File: config.mk
export PLATFORM = sky130hd
export DESIGN_NAME = dsm_cic_decimator_flat
export DESIGN_NICKNAME = d
export VERILOG_FILES = /design/src/rtl/dsm_cic_decimator_if.sv /design/src/rtl/dsm_cic_decimator.sv /design/src/flat_wrapper.sv
export SDC_FILE = /design/constraint.sdc
export NUM_CORES = 1
export LEC_CHECK = 0
export CAP_MARGIN = 10
export CORE_MARGIN = 4
export CORE_UTILIZATION = 45
export CTS_BUF_LIST = sky130_fd_sc_hd__clkbuf_8
export CTS_CLUSTER_SIZE = 30
export DETAILED_ROUTE_END_ITERATION = 6
export PLACE_DENSITY = 0.63
export SYNTH_ARGS = -nofsm -noshare
export SYNTH_HDL_FRONTEND = slang
export SYNTH_SLANG_ARGS = --single-unit
File: constraint.sdc
create_clock -name aclk -period 6.7 [get_ports aclk]
set_input_delay 1.34 -clock aclk [delete_from_list [all_inputs] [get_ports aclk]]
set_output_delay 1.34 -clock aclk [all_outputs]
set_load 0.01 [all_outputs]
File: src/rtl/dsm_cic_decimator_if.sv
// AXI-Stream bundle for the DSM CIC decimator: 1-bit DSM input stream
// and signed PCM output stream (master = source side, slave = decimator).
interface dsm_cic_decimator_if #(
    parameter int WIDTH = 16
);
    logic             s_axis_bit_tdata;
    logic             s_axis_bit_tvalid;
    logic             s_axis_bit_tready;
    logic [WIDTH-1:0] m_axis_data_tdata;
    logic             m_axis_data_tvalid;
    logic             m_axis_data_tready;

    modport master (
        output s_axis_bit_tdata,
        output s_axis_bit_tvalid,
        input  s_axis_bit_tready,
        input  m_axis_data_tdata,
        input  m_axis_data_tvalid,
        output m_axis_data_tready
    );

    modport slave (
        input  s_axis_bit_tdata,
        input  s_axis_bit_tvalid,
        output s_axis_bit_tready,
        output m_axis_data_tdata,
        output m_axis_data_tvalid,
        input  m_axis_data_tready
    );
endinterface

File: src/rtl/dsm_cic_decimator.sv
// Sinc^ORDER CIC decimator turning a 1-bit DSM stream into signed PCM.
// Ports: aclk, arst_n (async active-low), axis (slave: bit in, PCM out).
module dsm_cic_decimator #(
    parameter int WIDTH = 16,
    parameter int DECIM = 64,
    parameter int ORDER = 2
) (
    input  logic                 aclk,
    input  logic                 arst_n,
    dsm_cic_decimator_if.slave   axis
);
    localparam int R   = $clog2(DECIM);
    localparam int AW  = ORDER * R + 2;
    localparam int S   = ORDER * R - (WIDTH - 2);
    localparam int SHR = (S > 0) ? S : 0;
    localparam int SHL = (S > 0) ? 0 : -S;
    localparam int EW  = AW + WIDTH;

    logic [R-1:0]           r_phase;
    logic signed [AW-1:0]   r_integ [ORDER];
    logic signed [AW-1:0]   r_dly   [ORDER];
    logic [WIDTH-1:0]       r_odata;
    logic                   r_ovalid;

    logic signed [AW-1:0]   w_step;
    logic signed [AW-1:0]   w_integ_nx [ORDER];
    logic signed [AW-1:0]   w_comb     [ORDER];
    logic signed [AW-1:0]   w_dly_in   [ORDER];
    logic signed [EW-1:0]   w_ext;
    logic signed [WIDTH-1:0] w_scaled;
    logic                   w_last;
    logic                   w_ready;
    logic                   w_acc;

    // DECIM is a power of two, so the last phase is all-ones.
    assign w_last  = &r_phase;
    assign w_ready = !r_ovalid || axis.m_axis_data_tready || !w_last;
    assign w_acc   = axis.s_axis_bit_tvalid && w_ready;

    always_comb begin
        // 1 -> +1, 0 -> -1 (all-ones)
        w_step = {{(AW-1){~axis.s_axis_bit_tdata}}, 1'b1};
        w_integ_nx[0] = r_integ[0] + w_step;
        for (int k = 1; k < ORDER; k++) begin
            w_integ_nx[k] = r_integ[k] + w_integ_nx[k-1];
        end
        w_dly_in[0] = w_integ_nx[ORDER-1];
        w_comb[0]   = w_integ_nx[ORDER-1] - r_dly[0];
        for (int k = 1; k < ORDER; k++) begin
            w_dly_in[k] = w_comb[k-1];
            w_comb[k]   = w_comb[k-1] - r_dly[k];
        end
        w_ext    = {{WIDTH{w_comb[ORDER-1][AW-1]}}, w_comb[ORDER-1]};
        // Exactly one of SHR/SHL is non-zero; unity density -> 2^(WIDTH-2)
        w_scaled = WIDTH'((w_ext >>> SHR) <<< SHL);
    end

    always_ff @(posedge aclk or negedge arst_n) begin
        if (!arst_n) begin
            r_phase  <= '0;
            r_odata  <= '0;
            r_ovalid <= 1'b0;
            for (int k = 0; k < ORDER; k++) begin
                r_integ[k] <= '0;
                r_dly[k]   <= '0;
            end
        end else begin
            if (w_acc) begin
                r_phase <= r_phase + 1'b1;
                for (int k = 0; k < ORDER; k++) begin
                    r_integ[k] <= w_integ_nx[k];
                end
            end
            // A new sample wins over the downstream pop: no bubble.
            if (w_acc && w_last) begin
                for (int k = 0; k < ORDER; k++) begin
                    r_dly[k] <= w_dly_in[k];
                end
                r_odata  <= w_scaled;
                r_ovalid <= 1'b1;
            end else if (axis.m_axis_data_tready) begin
                r_ovalid <= 1'b0;
            end
        end
    end

    assign axis.s_axis_bit_tready  = w_ready;
    assign axis.m_axis_data_tdata  = r_odata;
    assign axis.m_axis_data_tvalid = r_ovalid;
endmodule

File: src/flat_wrapper.sv
// flat-port wrapper written by rule: the top's interface ports become plain ports
module dsm_cic_decimator_flat 
#(
    parameter int WIDTH = 16,
    parameter int DECIM = 64,
    parameter int ORDER = 2
)
  (aclk, arst_n, axis_s_axis_bit_tdata, axis_s_axis_bit_tvalid, axis_s_axis_bit_tready, axis_m_axis_data_tdata, axis_m_axis_data_tvalid, axis_m_axis_data_tready);
  dsm_cic_decimator_if #(.WIDTH(WIDTH)) axis_i ();
  input  logic aclk;
  input  logic arst_n;
  input wire logic [$bits(axis_i.s_axis_bit_tdata)-1:0] axis_s_axis_bit_tdata;
  input wire logic [$bits(axis_i.s_axis_bit_tvalid)-1:0] axis_s_axis_bit_tvalid;
  output wire logic [$bits(axis_i.s_axis_bit_tready)-1:0] axis_s_axis_bit_tready;
  output wire logic [$bits(axis_i.m_axis_data_tdata)-1:0] axis_m_axis_data_tdata;
  output wire logic [$bits(axis_i.m_axis_data_tvalid)-1:0] axis_m_axis_data_tvalid;
  input wire logic [$bits(axis_i.m_axis_data_tready)-1:0] axis_m_axis_data_tready;
  assign axis_i.s_axis_bit_tdata = axis_s_axis_bit_tdata;
  assign axis_i.s_axis_bit_tvalid = axis_s_axis_bit_tvalid;
  assign axis_s_axis_bit_tready = axis_i.s_axis_bit_tready;
  assign axis_m_axis_data_tdata = axis_i.m_axis_data_tdata;
  assign axis_m_axis_data_tvalid = axis_i.m_axis_data_tvalid;
  assign axis_i.m_axis_data_tready = axis_m_axis_data_tready;
  dsm_cic_decimator #(.WIDTH(WIDTH), .DECIM(DECIM), .ORDER(ORDER)) u_core (.aclk(aclk), .arst_n(arst_n), .axis(axis_i));
endmodule
# Yosys cells after proc, flatten, opt, wreduce, memory -nomap -nowiden

Cells that the tools add are included.

Flip-flop bits (word level): 77
Input port bits: 5
Output and inout bits: 18
Logic and storage cells: 23

Add/subtract/negate cells: 5
Mux-type cells: 2
Bitwise operators: 1
Reduce and logical (&&, ||, !) cells: 8

Operators by type and width:

| cell                  | number |
|---|---|
| $sub A14 B14 Y14      | 2 |
| $add A14 B14 Y14      | 1 |
| $add A14 B2 Y14       | 1 |
| $add A6 B1 Y6 const B | 1 |
| $reduce_and A6 Y1     | 1 |
| $logic_and A1 B1 Y1   | 2 |
| $logic_not A1 Y1      | 2 |
| $logic_or A1 B1 Y1    | 2 |
| $mux W1               | 2 |
| $reduce_bool A2 Y1    | 1 |
| $not A1 Y1            | 1 |

# Longest topological paths before layout

Depth after elaboration: 6
Depth in mapped cells: 28
Mapped depth without buffers: 28

# Worst setup path before layout

OpenSTA, ideal clock, no wires.

Path type: input to register
Start: input axis_s_axis_bit_tdata
End: register u_core.r_odata[15], in the netlist u_core.axis.m_axis_data_tdata[15]
Library setup time: 0.125 ns
Data arrival time: 6.152 ns
Required time: 6.575 ns
Slack: 0.423 ns
Stages on the path: 27
Path buffers: 0
Path through: inv_1 fa_1 a21o_1 a21oi_1 o21bai_1 a21oi_1 o21bai_1 a21oi_1 xnor2_1 ha_1 a21o_1 a21o_1 nor2_1 xnor2_1 inv_1 ha_1 inv_1 o21ai_0 a41o_1 nor2_1 xnor2_1 ha_1 nand3_1 nand4b_1 a21oi_1 xor3_1 mux2_4

RTL lines:

| what                   | line                    | text |
|---|---|---|
| start: declaration     | flat_wrapper.sv:12      | `input wire logic [$bits(axis_i.s_axis_bit_tdata)-1:0] axis_s_axis_bit_tdata;` |
| end signal: assignment | dsm_cic_decimator.sv:79 | `r_odata <= w_scaled;` |
| end: declaration       | dsm_cic_decimator.sv:22 | `logic [WIDTH-1:0] r_odata;` |

==> results.cfg <==
[yosys]
synth_top_area_frac = 0.369
syn_avg_cell_area_um2 = 9.10
synth.area.top_cells = dfrtp_1 37%, ha_1 12%, xnor2_1 5.9%
yosys_warnings = 0
synth_edf_count = 0
ys.flop_type = dfrtp_1
yosys.cell_types.count = 57
syn-cell-area_um2 = 5220
syn_inst = 574
synth_area_leader_cell = dfrtp_1
yosysSeqAreaShare = 0.369
synth-seq-cells = 77
synthArstFlopShare = 1.00

[cells_and_area]
antenna_cells = 0
syn2layout_area_growth_pct = 20.0
fin_util = 0.551
layout_common_cells = 77 x nand2_1, 77 x dfrtp_1, 66 x buf_4
drive_gt1_frac = 0.197
layout.nets = 717
fin_cells = 804
fillerInstances = 1046
design_area_um2 = 6270

[routing]
drt-total-wl_mm = 10.4
drt-vias-per-instance = 5.12
vias = 4116
routedWlPerCell_um = 12.9
drt_iter0_markers = 158
dr.pass1.iters = 4
drc = 0
final_antenna_net_count = 0

[placement]
dp_hpwl_mm = 7.61
pre_cts_ws_ns = -0.368
dp.cells = 786
routabilityCongestion = 0.853
placed_area_um2 = 6010
numPortBuffers = 20

[global_route]
grt_util_all_layers = 0.171
grt_pass1_vias = 4216
antenna_found_initial = 0
grt_max_degree = 78
grt_pass1_wl_mm = 18.4
grt.overflow.total = 0

[floorplanning]
fp.dieH_um = 116
die_area_um2 = 13400
initial_core_util = 0.459
io_pins = 23
core_area_um2 = 11400
die_x_um = 116
rows = 39

[setup_path]
reg2reg_to = u_core.axis.m_axis_data_tdata[15]$_DFFE_PN0P_
crit_required_ns = 6.95
r2r_cells = 25
r2r_start = u_core.r_integ[14]$_DFFE_PN0P_
crit_top_cell = ha_1
cp_slowest_stage_delay_ns = 0.47
setup.worst_path.start = axis_s_axis_bit_tdata
slowest_stage = clkdlybuf4s50_1
worstSetupPathType = primary input to flop
rrSetupSlack_ns = 1.38
critPathCaptureType = flop
start_kind = primary input
arrival_ns = 6.69
crit_fanout = 8

[timing]
max_clock_freq_mhz = 155
finalClockSkew_ns = 0.0108
worst_pin_slew_ns = 1.04
layout_setup_ws_ns = 0.259
final_hold_viol_count = 0
finalCritPeriodShare = 0.961
slew_headroom = 0.308
finalMaxSlewViolations = 0
setup_viol = 0
final.min_clock_period_ns = 6.44

[worst_hold_path]
hold_class = flop to flop
hold_start = u_core.r_phase[5]$_DFFE_PN0P_
min_path_cells = 1
holdPathEnd = u_core.r_phase[5]$_DFFE_PN0P_

[clocking]
clock-root-buffer = clkbuf_8
cts_tree = yes
insertion_delay_ns = 0.37
hold_buffers = 0
numCtsBuffers = 9
clockBufferDepth = 2
htreeDepth = 3
clkTransAtPathRegs_ns = 0.08
cts_sinks = 77

[flow_run]
cap_violations = 0

[outcome]
status = finished clean
[worst max-delay path: cells and delay by family]
family	cells	cell delay, ns
adders and majority gates	4	1.33
and+or+nand+nor	4	0.54
muxes	1	0.26
xor gates and xnor gates	4	0.68
buffers and inverters	3	0.70
AOI/OAI and AO/OA	11	1.82
[per-stage QoR]
stage	hold WS [ns]	TNS, ns
CTS	0.487	0
global placement	0.459	-0.270
detailed placement	0.470	-0.608
finish	0.483	0
floorplan	0.442	0
global route	0.500	-0.00622
[logic make-up (layout without fill, tap and decap cells)]
group | count (synthesis) | after routing | synth area share
AND/OR/NAND/NOR | 154 | 154 | 0.134
AO/OA/AOI/OAI | 143 | 143 | 0.171
XOR/XNOR | 49 | 49 | 0.0891
flip-flops | 77 | 77 | 0.369
multiplexers | 19 | 19 | 0.0417
adder cells (fa/ha/maj) | 56 | 56 | 0.140
other | 1 | 2 | 0.000718
buffers and inverters | 75 | 161 | 0.0553
[worst max path at each step]
stage	end	slack, ns	cells past startpoint
finish	u_core.axis.m_axis_data_tdata[15]$_DFFE_PN0P_	0.26	27
global route	u_core.axis.m_axis_data_tdata[15]$_DFFE_PN0P_	-0.006	29
detailed placement	u_core.axis.m_axis_data_tdata[15]$_DFFE_PN0P_	-0.37	27
floorplan	u_core.axis.m_axis_data_tdata[15]$_DFFE_PN0P_	0.42	27
global placement	u_core.axis.m_axis_data_tdata[15]$_DFFE_PN0P_	-0.22	27
CTS	u_core.axis.m_axis_data_tdata[15]$_DFFE_PN0P_	0.02	27
[flip-flops by register name, indices dropped and copies added, names as in the netlist]
name	flops
u_core.r_dly	28
u_core.r_integ	28
u_core.axis.m_axis_data_tdata	14
u_core.r_phase	6
u_core.axis.m_axis_data_tvalid	1
[cell type report]
type                            count  area (um2)  area share
Multi-Input combinational cell    423        3080       0.491
Sequential cell                    77        1930       0.307
Timing Repair Buffer               85         686       0.109
Inverter                           60         225      0.0359
Tap cell                          143         179      0.0285
Clock buffer                        9         124      0.0198
Clock inverter                      7        50.0     0.00798
[per-layer routing]
metal  global-route usage  vias up  share of wire
li1                     -     2124              -
met1                0.215     1930           0.48
met2                0.290       42           0.48
met3               0.0272       20          0.018
met4               0.0758        0          0.021
met5                    0        -              0
[Yosys cell counts (4+ instances only)]
master / count
o21ai_0: 58
o21bai_1: 7
nand2_1: 77
a21oi_1: 30
dfrtp_1: 77
nand3_1: 9
nand4_1: 4
fa_1: 4
o21a_1: 6
nor2_1: 29
ha_1: 52
a211oi_1: 4
a21o_1: 11
nor2b_1: 4
or3_1: 5
xnor2_1: 35
xor2_1: 11
clkbuf_1: 13
mux2_2: 18
nand2b_1: 5
nor3_1: 5
inv_1: 60
[timing repair]
item / CTS / global route
hold endpoints to repair: 0 / 0
setup endpoints to repair: 0 / 2
buffers inserted: 0 / 2
gates resized for setup: 0 / 19
Power is not shown: default switching activity piles up to over one toggle a cycle in this logic, so the estimate is an artifact.
